===== src/rtl/lsu_pkg.sv =====
// Shared types and helpers for the load/store unit: FSM states, RISC-V funct3
// access codes and the size decode used by both the store and load paths.
package lsu_pkg;

    typedef enum logic [1:0] {IDLE, REQ, WAIT, DONE} lsu_state_t;

    typedef enum logic [1:0] {SZ_B, SZ_H, SZ_W} lsu_size_t;

    localparam logic [2:0] F3_B  = 3'b000;
    localparam logic [2:0] F3_H  = 3'b001;
    localparam logic [2:0] F3_W  = 3'b010;
    localparam logic [2:0] F3_BU = 3'b100;
    localparam logic [2:0] F3_HU = 3'b101;

    // Unknown codes fall back to a word access.
    function automatic lsu_size_t size_of(input logic [2:0] funct3);
        case (funct3)
            F3_B, F3_BU: size_of = SZ_B;
            F3_H, F3_HU: size_of = SZ_H;
            F3_W:        size_of = SZ_W;
            default:     size_of = SZ_W;
        endcase
    endfunction

endpackage


===== src/rtl/load_store_unit_if.sv =====
// Word-wide request/grant/response data-memory port. The LSU is the master,
// the memory (or bus fabric) is the slave.
interface load_store_unit_if #(
    parameter int XLEN = 32
);
    logic            MemReq;
    logic            MemWe;
    logic [XLEN-1:0] MemAddr;
    logic [XLEN-1:0] MemWData;
    logic [3:0]      MemBe;
    logic            MemGnt;
    logic            MemRValid;
    logic [XLEN-1:0] MemRData;

    modport master (
        output MemReq, MemWe, MemAddr, MemWData, MemBe,
        input  MemGnt, MemRValid, MemRData
    );

    modport slave (
        input  MemReq, MemWe, MemAddr, MemWData, MemBe,
        output MemGnt, MemRValid, MemRData
    );
endinterface


===== src/rtl/load_extend.sv =====
// Picks the addressed byte/half out of a read word and sign- or zero-extends
// it according to funct3; word loads pass straight through.
module load_extend
    import lsu_pkg::*;
(
    input  logic [31:0] word,
    input  logic [1:0]  offset,
    input  logic [2:0]  funct3,
    output logic [31:0] data
);

    logic [7:0]  byte_sel;
    logic [15:0] half_sel;

    always_comb begin
        byte_sel = word[{offset, 3'b000} +: 8];
        half_sel = word[{offset[1], 4'b0000} +: 16];
        case (funct3)
            F3_B:    data = {{24{byte_sel[7]}}, byte_sel};
            F3_BU:   data = {24'h000000, byte_sel};
            F3_H:    data = {{16{half_sel[15]}}, half_sel};
            F3_HU:   data = {16'h0000, half_sel};
            default: data = word;
        endcase
    end

endmodule


===== src/rtl/load_store_unit.sv =====
// Memory-access stage: turns an ALU byte address into an aligned word access
// on the data-memory port, stalling the pipeline until the access completes.
module load_store_unit
    import lsu_pkg::*;
#(
    parameter int XLEN = 32
) (
    input  logic             clk,
    input  logic             reset,
    input  logic             ReqValid,
    input  logic             MemRead,
    input  logic             MemWrite,
    input  logic [2:0]       Funct3,
    input  logic [XLEN-1:0]  ALUResult,
    input  logic [XLEN-1:0]  WriteData,
    output logic             Stall,
    output logic             RespValid,
    output logic [XLEN-1:0]  ReadData,
    output logic             Misaligned,
    load_store_unit_if.master mem
);

    lsu_state_t  state;
    logic [2:0]  f3_q;
    logic [1:0]  off_q;

    lsu_size_t   req_size;
    logic        accept;
    logic        misaligned_in;
    logic [31:0] fmt_wdata;
    logic [3:0]  fmt_be;
    logic [31:0] ext_data;

    assign req_size = size_of(Funct3);
    assign accept   = (state == IDLE) & ReqValid & (MemRead | MemWrite);
    assign Stall    = (state == REQ) | (state == WAIT) | accept;

    always_comb begin
        misaligned_in = ((req_size == SZ_H) & ALUResult[0]) |
                        ((req_size == SZ_W) & (ALUResult[1:0] != 2'b00));
    end

    // Stores replicate the data across lanes so the byte enables alone pick the target.
    always_comb begin
        fmt_wdata = '0;
        fmt_be    = 4'b1111;
        if (MemWrite) begin
            case (req_size)
                SZ_B: begin
                    fmt_wdata = {4{WriteData[7:0]}};
                    fmt_be    = 4'b0001 << ALUResult[1:0];
                end
                SZ_H: begin
                    fmt_wdata = {2{WriteData[15:0]}};
                    fmt_be    = 4'b0011 << ALUResult[1:0];
                end
                default: begin
                    fmt_wdata = WriteData;
                    fmt_be    = 4'b1111;
                end
            endcase
        end
    end

    load_extend u_load_extend (
        .word   (mem.MemRData),
        .offset (off_q),
        .funct3 (f3_q),
        .data   (ext_data)
    );

    always_ff @(posedge clk or posedge reset) begin
        if (reset) begin
            state        <= IDLE;
            f3_q         <= '0;
            off_q        <= '0;
            mem.MemReq   <= 1'b0;
            mem.MemWe    <= 1'b0;
            mem.MemAddr  <= '0;
            mem.MemWData <= '0;
            mem.MemBe    <= '0;
            RespValid    <= 1'b0;
            Misaligned   <= 1'b0;
            ReadData     <= '0;
        end else begin
            RespValid  <= 1'b0;
            Misaligned <= 1'b0;
            case (state)
                IDLE: begin
                    if (accept) begin
                        f3_q         <= Funct3;
                        off_q        <= ALUResult[1:0];
                        mem.MemWe    <= MemWrite;
                        mem.MemAddr  <= {ALUResult[XLEN-1:2], 2'b00};
                        mem.MemWData <= fmt_wdata;
                        mem.MemBe    <= fmt_be;
                        if (misaligned_in) begin
                            state      <= DONE;
                            RespValid  <= 1'b1;
                            Misaligned <= 1'b1;
                        end else begin
                            state      <= REQ;
                            mem.MemReq <= 1'b1;
                        end
                    end
                end
                REQ: begin
                    if (mem.MemGnt) begin
                        mem.MemReq <= 1'b0;
                        if (mem.MemWe) begin
                            state     <= DONE;
                            RespValid <= 1'b1;
                        end else begin
                            state <= WAIT;
                        end
                    end
                end
                WAIT: begin
                    if (mem.MemRValid) begin
                        ReadData  <= ext_data;
                        state     <= DONE;
                        RespValid <= 1'b1;
                    end
                end
                DONE: begin
                    state <= IDLE;
                end
                default: state <= IDLE;
            endcase
        end
    end

endmodule


===== src/flat_wrapper.sv =====
// flat-port wrapper written by rule: the top's interface ports become plain ports
module load_store_unit_flat import lsu_pkg::*;
#(
    parameter int XLEN = 32
)
  (clk, reset, ReqValid, MemRead, MemWrite, Funct3, ALUResult, WriteData, Stall, RespValid, ReadData, Misaligned, mem_MemReq, mem_MemWe, mem_MemAddr, mem_MemWData, mem_MemBe, mem_MemGnt, mem_MemRValid, mem_MemRData);
  load_store_unit_if #(.XLEN(XLEN)) mem_i ();
  input  logic clk;
  input  logic reset;
  input  logic ReqValid;
  input  logic MemRead;
  input  logic MemWrite;
  input  logic [2:0] Funct3;
  input  logic [XLEN-1:0] ALUResult;
  input  logic [XLEN-1:0] WriteData;
  output logic Stall;
  output logic RespValid;
  output logic [XLEN-1:0] ReadData;
  output logic Misaligned;
  output wire logic [$bits(mem_i.MemReq)-1:0] mem_MemReq;
  output wire logic [$bits(mem_i.MemWe)-1:0] mem_MemWe;
  output wire logic [$bits(mem_i.MemAddr)-1:0] mem_MemAddr;
  output wire logic [$bits(mem_i.MemWData)-1:0] mem_MemWData;
  output wire logic [$bits(mem_i.MemBe)-1:0] mem_MemBe;
  input wire logic [$bits(mem_i.MemGnt)-1:0] mem_MemGnt;
  input wire logic [$bits(mem_i.MemRValid)-1:0] mem_MemRValid;
  input wire logic [$bits(mem_i.MemRData)-1:0] mem_MemRData;
  assign mem_MemReq = mem_i.MemReq;
  assign mem_MemWe = mem_i.MemWe;
  assign mem_MemAddr = mem_i.MemAddr;
  assign mem_MemWData = mem_i.MemWData;
  assign mem_MemBe = mem_i.MemBe;
  assign mem_i.MemGnt = mem_MemGnt;
  assign mem_i.MemRValid = mem_MemRValid;
  assign mem_i.MemRData = mem_MemRData;
  load_store_unit #(.XLEN(XLEN)) u_core (.clk(clk), .reset(reset), .ReqValid(ReqValid), .MemRead(MemRead), .MemWrite(MemWrite), .Funct3(Funct3), .ALUResult(ALUResult), .WriteData(WriteData), .Stall(Stall), .RespValid(RespValid), .ReadData(ReadData), .Misaligned(Misaligned), .mem(mem_i));
endmodule

===== config.mk =====
export PLATFORM = sky130hd
export DESIGN_NAME = load_store_unit_flat
export DESIGN_NICKNAME = d
export VERILOG_FILES = /design/src/rtl/lsu_pkg.sv /design/src/rtl/load_store_unit_if.sv /design/src/rtl/load_extend.sv /design/src/rtl/load_store_unit.sv /design/src/flat_wrapper.sv
export SDC_FILE = /design/constraint.sdc
export NUM_CORES = 1
export LEC_CHECK = 0
export ABC_AREA = 1
export BUFFER_PORTS_ARGS = -buffer_cell sky130_fd_sc_hd__buf_2
export CAP_MARGIN = 20
export CORE_ASPECT_RATIO = 1.25
export CORE_MARGIN = 5
export CORE_UTILIZATION = 53
export CTS_CLUSTER_SIZE = 20
export DETAILED_ROUTE_END_ITERATION = 10
export GPL_TIMING_DRIVEN = 1
export PLACE_DENSITY = 0.94
export SYNTH_ARGS = -nofsm -noshare
export SYNTH_HDL_FRONTEND = slang
export SYNTH_SLANG_ARGS = --single-unit

===== constraint.sdc =====
create_clock -name clk -period 6.27 [get_ports clk]
set_input_delay 0 -clock clk [delete_from_list [all_inputs] [get_ports clk]]
set_output_delay 0 -clock clk [all_outputs]
set_load 0.005 [all_outputs]

==> flow_summary_export.csv <==
group,metric,value,unit
layout,nFillCells,718,
setup_path,cp-end-kind,"flop",
route,drc,0,
global_route,grt_pass1_wl,28530,um
global_route,grt_pass1_vias,5864,
floorplan,die_h,122.8,um
route,drt_wl_total,18090,um
clock_network,cts_tree,"yes",
route,avgViaCountPerCell,5.413,
job,cap_violations,0,
timing,max_freq,420.2,MHz
timing,hold_violations,0,
logic_synthesis,syn_inst,691,
logic_synthesis,synth_top_flop_cell,"dfrtp_1",
layout,register_area,0.002728,mm2
floorplan,start_util,53.65,%
global_route,grt-ovfl-total,0,
route,drt-pass1-iter-count,5,
pwr,leakagePower,4.151,nW
clock_network,clkTransAtPathRegs,80,ps
logic_synthesis,ys_seq_elements,109,
logic_synthesis,avgSynthCellArea,7.806,um2
pwr,switching_share,40.88,%
logic_synthesis,async_flop_share,100.0,%
layout,syn2layout_area_growth,37.72,%
status,status,"completed",
logic_synthesis,netlist_area,0.005394,mm2
floorplan,coreArea,0.01005,mm2
layout,stdcell_count,1086,
layout,final_layout_size_suffix_gt1_share,27.72,%
route,wl_per_cell,16.65,um
route,postRouteAntennaNets,0,
pwr,power.density,431.0,mW/mm2
timing,fin_crit_sh,37.95,%
timing,maxSlewViolCount,0,
clock_network,ctsLongestPathBuffers,2,
setup_path,critPathKind,"reg2reg",
setup_path,critical_path.max_fanout,43,
logic_synthesis,yosysTopAreaCell,"dfrtp_1",
worst_hold_path,min_path_type,"in2reg",
timing,setup_slack,3890,ps
pwr,seqPwrFrac,39.2,%
timing,rsz0062_at_grt,"false",
logic_synthesis,yosysTopAreaCellShare,50.57,%
route,via_count,5879,
setup_path,critPathLaunchType,"flop",
timing,fin_worst_hold_slack,7.382,ps
setup_path,cp.arrival,2660,ps
floorplan,num_rows,41,
pwr,power_frac_comb,43.2,%
floorplan,die_width,100.2,um
timing,finalClockSkew,8.967,ps
placement,dpl.hpwl,11140,um
placement,portBuffers,208,
logic_synthesis,ys_seq_area_share,50.57,%
logic_synthesis,yosys_warnings,0,
pwr,p_sw,1.309,mW
timing,setup_tns,0,ps
route,drt_iter0_drc,430,
pwr,total_power,3.202,mW
timing,min_period,2380,ps
global_route,antenna_found_initial,1,
pwr,power.internal,1.893,mW
layout,final_cell_mix,"256 x nand2_1, 208 x buf_2, 109 x dfrtp_1",
layout,multi_input_area,0.002183,mm2
global_route,grt_max_degree,59,
clock_network,root_buffer,"clkbuf_16",
clock_network,clock_sinks,109,
clock_network,htreeDepth,3,
global_route,gr-usage-all-layers,29.29,%
floorplan,die-area,0.01231,mm2
timing,worstMarginPinSlew,750.6,ps
floorplan,ioPinCount,211,
setup_path,r2r_setup_slack,3890,ps
logic_synthesis,ys_types,30,
clock_network,cts_made_buffers,9,
clock_network,cts_resized,0,
placement,gp_congestion,0.9117,
timing,finalSetupViolations,0,
timing,slew_headroom,49.96,%
logic_synthesis,synthTopCellsByArea,"dfrtp_1 51%, nand2_1 18%, inv_1 4.8%",
placement,post-place-ws,4029,ps
layout,nets,1062,
pwr,clock_power_share,17.6,%
logic_synthesis,synth_edf_count,0,
pwr,vdd_drop_max,0.2820,mV
clock_network,clkLatencyLatePin,350,ps
layout,mostFrequentLayoutCell,"nand2_1",
placement,dp.cells,998,
setup_path,cp.required,6550,ps
## routing by layer
layer,track usage [%],up-vias,part of all wire [%]
met3,5.628,85,9.4
met1,34.14,2726,34
met4,15.00,0,5.0
li1,-,2674,-
met2,51.00,394,51
met5,0,-,0
## sequential cells by signal (all words and copies together) (netlist names), 2 cells and up
signal               count
u_core.f3_q              3
u_core.mem.MemWData     32
u_core.mem.MemAddr      30
u_core.mem.MemBe         4
u_core.ReadData         32
u_core.off_q             2
u_core.state             2
## power groups by stage
stage                     logic, mW  clock network, mW  registers (mW)
final                          1.38              0.564            1.25
after CTS                      1.35              0.568            1.24
after detailed placement       1.31                  0            1.24
after global placement         1.26                  0            1.24
after global routing           1.55              0.596            1.29
after floorplan               0.806                  0            1.23
## area by class of cell
type                            count  area share [%]
Clock buffer                        9           3.032
Multi-Input combinational cell    475           29.39
Inverter                           73           3.790
Tap cell                          129           2.173
Antenna cell                        1         0.03369
Sequential cell                   109           36.72
Clock inverter                      7          0.8759
Timing Repair Buffer              283           23.99
## worst max-delay path: stages (launching register included)
cell	delay (ps)
dfrtp_1	450
inv_1	120
ha_1	270
nand2_1	150
inv_1	70
nand2_2	450
buf_4	510
nand2_1	170
nand2_1	130
## what timing repair did
action	CTS	global route
setup buffers	0	0
hold buffers	71	0
hold endpoints to repair	123	0
setup endpoints to repair	0	0
## through the flow
| step | util [%] | cell area, um2 |
|---|---|---|
| global placement | 63.90 | 6425 |
| CTS | 73.86 | 7426 |
| global route | 73.88 | 7428 |
| floorplan | - | 5398 |
| detailed placement | 63.90 | 6425 |
| finish | 73.88 | 7428 |
## logic make-up (layout without fill, tap and decap cells)
logic type | after synthesis | in the layout | synth area share, %
and+or+nand+nor | 349 | 349 | 27.37
AOI/OAI and AO/OA | 119 | 119 | 11.76
DFF | 109 | 109 | 50.57
buffers and inverters | 108 | 372 | 9.069
adders and majority gates | 5 | 5 | 1.160
other | 1 | 3 | 0.06952
## cell usage after synthesis (5+ instances only)
cell      number
nand2_1      257
dfrtp_1      109
inv_1         69
a21oi_1       48
nor2_1        41
o21ai_0       39
or2_2         17
clkbuf_1      12
nand3_1       12
buf_2         11
nand3_2       10
o21ai_1        9
a31oi_1        8
o211ai_1       8
o22ai_1        7
buf_6          6
and2_1         5
buf_4          5
ha_1           5
## final timing paths
kind,to,from,depth (start not counted)
hold reg to reg,u_core.mem.MemAddr[16]$_DFFE_PP0P_,u_core.mem.MemAddr[16]$_DFFE_PP0P_,2
setup reg to reg,u_core.mem.MemAddr[3]$_DFFE_PP0P_,u_core.state[0]$_DFFE_PP0P_,8
hold / removal,u_core.ReadData[21]$_DFFE_PP0P_,mem_MemRData[21],5
min in group asynchronous,u_core.mem.MemAddr[28]$_DFFE_PP0P_,reset,3
setup / recovery,u_core.mem.MemAddr[3]$_DFFE_PP0P_,u_core.state[0]$_DFFE_PP0P_,8
max in group asynchronous,u_core.ReadData[9]$_DFFE_PP0P_,reset,4
(Power assumes the default switching activity.)
